`src/rtl/lap_recorder.sv`:
```
// lap_recorder: captures stopwatch lap times and deltas into a small FIFO.
// An enabled rising edge on lap_req pushes one entry; overflow is sticky until clear.
module lap_recorder #(
   parameter int DEPTH = 4,
   parameter int TW    = 16
) (
   input  logic                     clk,
   input  logic                     rst,
   input  logic                     clear,
   input  logic                     enable,
   input  logic                     lap_req,
   input  logic [TW-1:0]            time_in,
   input  logic                     lap_ready,
   output logic                     lap_valid,
   output logic [TW-1:0]            lap_time,
   output logic [TW-1:0]            lap_delta,
   output logic [$clog2(DEPTH):0]   lap_count,
   output logic [7:0]               lap_index,
   output logic                     overflow
);
   localparam int AW = $clog2(DEPTH);
   localparam int CW = AW + 1;
   logic [AW-1:0] wr_ptr, rd_ptr;
   logic [CW-1:0] count;
   logic [TW-1:0] last_time;
   logic [TW-1:0] mem_t [DEPTH];
   logic [TW-1:0] mem_d [DEPTH];
   logic          req_q, accept, full, push, pop, drop;
   always_comb begin
      accept = lap_req & ~req_q & enable;
      full   = count == CW'(DEPTH);
      pop    = lap_valid & lap_ready;
      push   = accept & (~full | pop);
      drop   = accept & full & ~pop;
   end
   assign lap_valid = count != '0;
   assign lap_count = count;
   assign lap_time  = mem_t[rd_ptr];
   assign lap_delta = mem_d[rd_ptr];
   always_ff @(posedge clk or posedge rst) begin
      if (rst) begin
         req_q     <= 1'b0;
         wr_ptr    <= '0;
         rd_ptr    <= '0;
         count     <= '0;
         last_time <= '0;
         lap_index <= '0;
         overflow  <= 1'b0;
         for (int i = 0; i < DEPTH; i++) begin
            mem_t[i] <= '0;
            mem_d[i] <= '0;
         end
      end else begin
         req_q <= lap_req;
         if (clear) begin
            wr_ptr    <= '0;
            rd_ptr    <= '0;
            count     <= '0;
            last_time <= '0;
            lap_index <= '0;
            overflow  <= 1'b0;
         end else begin
            if (push) begin
               mem_t[wr_ptr] <= time_in;
               mem_d[wr_ptr] <= time_in - last_time;
               wr_ptr        <= wr_ptr + 1'b1;
               last_time     <= time_in;
               if (lap_index != 8'hFF) lap_index <= lap_index + 1'b1;
            end
            if (pop) rd_ptr <= rd_ptr + 1'b1;
            if (push != pop) count <= push ? count + 1'b1 : count - 1'b1;
            if (drop) overflow <= 1'b1;
         end
      end
   end
endmodule

```
`config.mk`:
```
export PLATFORM = sky130hd
export DESIGN_NAME = lap_recorder
export DESIGN_NICKNAME = d
export VERILOG_FILES = /design/src/rtl/lap_recorder.sv
export SDC_FILE = /design/constraint.sdc
export NUM_CORES = 1
export LEC_CHECK = 0
export BUFFER_PORTS_ARGS = -buffer_cell sky130_fd_sc_hd__buf_4
export CAP_MARGIN = 5
export CORE_MARGIN = 10
export CORE_UTILIZATION = 40
export DETAILED_ROUTE_END_ITERATION = 6
export PLACE_DENSITY = 0.67
export SYNTH_ARGS = -nofsm -noshare
export SYNTH_HDL_FRONTEND = slang
export SYNTH_SLANG_ARGS = --single-unit
```
`constraint.sdc`:
```
create_clock -name clk -period 6.1 [get_ports clk]
set_input_delay 1.83 -clock clk [delete_from_list [all_inputs] [get_ports clk]]
set_output_delay 1.83 -clock clk [all_outputs]
set_load 0.01 [all_outputs]
```
==> impl_metrics.tcl <==
set metrics [dict create \
    dp_hpwl_mm 12.6 \
    synth_flop_cell "dfrtp_1" \
    fin_area_mm2 0.00943 \
    routed_wl_mm 19.4 \
    status "finished clean" \
    r2r-start "lap_count[1]" \
    syn2layout_area_growth_pct 16.6 \
    slew_viol_final 0 \
    hold_start "mem_t[39]" \
    drt_iter0_markers 349 \
    num_rows 51 \
    clock_latency_ps 430 \
    fin_crit_sh 0.695 \
    cts_tree "built" \
    die_area_mm2 0.0263 \
    grtUsageTotal 0.153 \
    placed_area_mm2 0.00880 \
    rrSetupSlack_ps 3140 \
    yosysSeqAreaShare 0.498 \
    crit_fanout 19 \
    clk_pin_slew_worst_paths_ps 60 \
    clk_path_buf_depth 2 \
    setup_viol 0 \
    n_antenna_cell 0 \
    hold-path-cell-count 2 \
    worst_slew_pin_slew_ps 1170 \
    die_y_um 162 \
    ant_nets 0 \
    postCtsResizedCells 0 \
    critPathLaunchType "register" \
    fin_skew_ps 8.41 \
    fmax_ghz 0.236 \
    synth_area_per_cell_um2 9.60 \
    r2r-end "lap_count[2]" \
    grt_pass1_wl_mm 32.6 \
    slew_headroom 0.222 \
    grt_overflow 0 \
    route.detailed.drc 0 \
    place.gp.congestion 0.831 \
    ys_warn_count 0 \
    synth_area_leader_cell "dfrtp_1" \
    synth_nets 886 \
    drv_cap 0 \
    worst_hold_slack_ps 471 \
    cts-hold-fix-buffers 0 \
    holdCritPathClass "register to register" \
    drtPass1Iterations 4 \
    irDropWorstVdd_uv 187 \
    worst_path_max_delay_cell "dfrtp_2" \
    grt_max_degree 162 \
    clock-sinks 161 \
    critical-path-max-stage-delay_ps 790 \
    synthArstFlopShare 1.00 \
    cts_made_buffers 17 \
    synth_edf_count 0 \
    antenna_found_initial 0 \
    fin_setup_tns_ps 0 \
    cellPowerDensity_mw_per_mm2 350 \
    cts_setup_buffers 0 \
    crit_path_end_kind "primary output" \
    cts_root_buf "clkbuf_16" \
    grt_pass1_vias 6076 \
    port_buffers 66 \
    initial_core_util 0.411 \
    viasPerCell 5.09 \
    yosysUniqueCellTypes 43 \
    synth_top_area_share 0.498 \
    synth-seq-cells 161 \
    synth_most_common_cell "nand2_1" \
    cp_common_cell "buf_4" \
    crit_type "register to primary output" \
    critPathLaunch "rd_ptr[0]" \
    crit_chain "buf_4 > mux4_2 > buf_4" \
    drive_above_1_share 0.175 \
    synth.top_cells.by_count "nand2_1, dfrtp_1, nor2_1" \
    min_period_ps 4240 \
    routedWlPerCell_um 16.6 \
    hold_viol_final 0 \
    worstHoldEndpoint "mem_t[39]" \
    r2r_cells 7 \
    io_pins 67 \
    num-nets-final 934 \
    worstPathRequired_ps 4270 \
    rsz0062_at_grt "no" \
    coreArea_mm2 0.0197 \
    worstPathArrival_ps 2410 \
    vias 5948 \
    die_w_um 162 \
    synth_area_mm2 0.00808 \
    htree_num_levels 4 \
    leakage_nw 4.51 \
    synth.area.top_cells "dfrtp_1, nand2_1, mux4_2" \
    synthCells 842 \
]
state kept, by name (all words and copies together), names as in the netlist:
register	count
lap_count	3
req_q	1
lap_index	8
mem_d	64
last_time	16
overflow	1
mem_t	64
wr_ptr	2
rd_ptr	2
logic make-up (layout without fill, tap and decap cells):
family,count (synthesis),after routing,share of synthesized area
xor gates and xnor gates,22,22,0.0238
and+or+nand+nor,404,404,0.204
DFF,161,161,0.498
muxes,55,55,0.121
adders and majority gates,22,22,0.0359
buffers and inverters,69,130,0.0347
AOI/OAI and AO/OA,109,109,0.0828
through the flow:
| step | cells | power, mW | worst slack (ps) | utilization |
|---|---|---|---|---|
| after floorplan | 842 | 1.86 | 2160 | - |
| after global placement | 1136 | 2.20 | 1840 | 0.448 |
| after detailed placement | 1136 | 2.22 | 1770 | 0.448 |
| after CTS | 1168 | 3.35 | 1770 | 0.480 |
| after global routing | 1168 | 3.48 | 1680 | 0.480 |
| final | 1168 | 3.30 | 1860 | 0.480 |
area by class of cell:
type,count,area (µm²)
fillers,1891,10200
flip-flops and latches,161,4030
multi-input cells,612,3770
repair buffers,74,568
clock buffers,24,502
well taps,265,332
clock inverters,8,125
inverters,24,93.8
worst max-delay path: cells and delay by family (launching register included):
kind	cells	cell delay, ps
buf+inv	2	600
flops	1	790
mux	1	570
how the worst max path moves through the flow:
stage	endpoint	slack [ps]	cells past startpoint
6_report	lap_delta[12]	1860	3
2_1_floorplan	lap_count[2]	2160	8
3_5_place_dp	lap_count[2]	1770	8
5_1_grt	lap_delta[9]	1680	3
4_1_cts	lap_delta[9]	1770	3
3_3_place_gp	lap_count[2]	1840	8
placed cells by master (no fill, tap or decap), types with 3 or more instances in the layout:
cell type / count
mux4_2: 32
inv_1: 22
a221oi_1: 4
clkbuf_8: 5
nand4_1: 5
o21ai_0: 35
nor3_1: 5
buf_4: 73
o22ai_1: 10
mux2i_1: 11
a21o_1: 8
and3_1: 7
nand3_1: 5
xor2_1: 13
o211ai_1: 4
nor2_1: 61
nor2b_1: 4
nand2b_1: 5
ha_1: 20
a21oi_1: 37
dfrtp_1: 160
mux2_4: 3
mux2_2: 9
nand2_1: 298
clkbuf_16: 17
xnor2_1: 9
bufinv_16: 3
and2_1: 4
per-layer routing:
layer | GRT usage | share of wire | up-vias
li1 | - | - | 2901
met1 | 0.202 | 0.47 | 2939
met2 | 0.248 | 0.48 | 88
met3 | 0.0356 | 0.036 | 20
met4 | 0.0422 | 0.012 | 0
met5 | 0 | 0 | -
report_power, final:
part           switching (mW)  leakage (nW)  internal, mW
Combinational           0.406          2.03         0.454
Clock                   0.424         0.306         0.699
Sequential              0.122          2.17          1.20
Note: power is estimated with default switching activity, not from simulation.
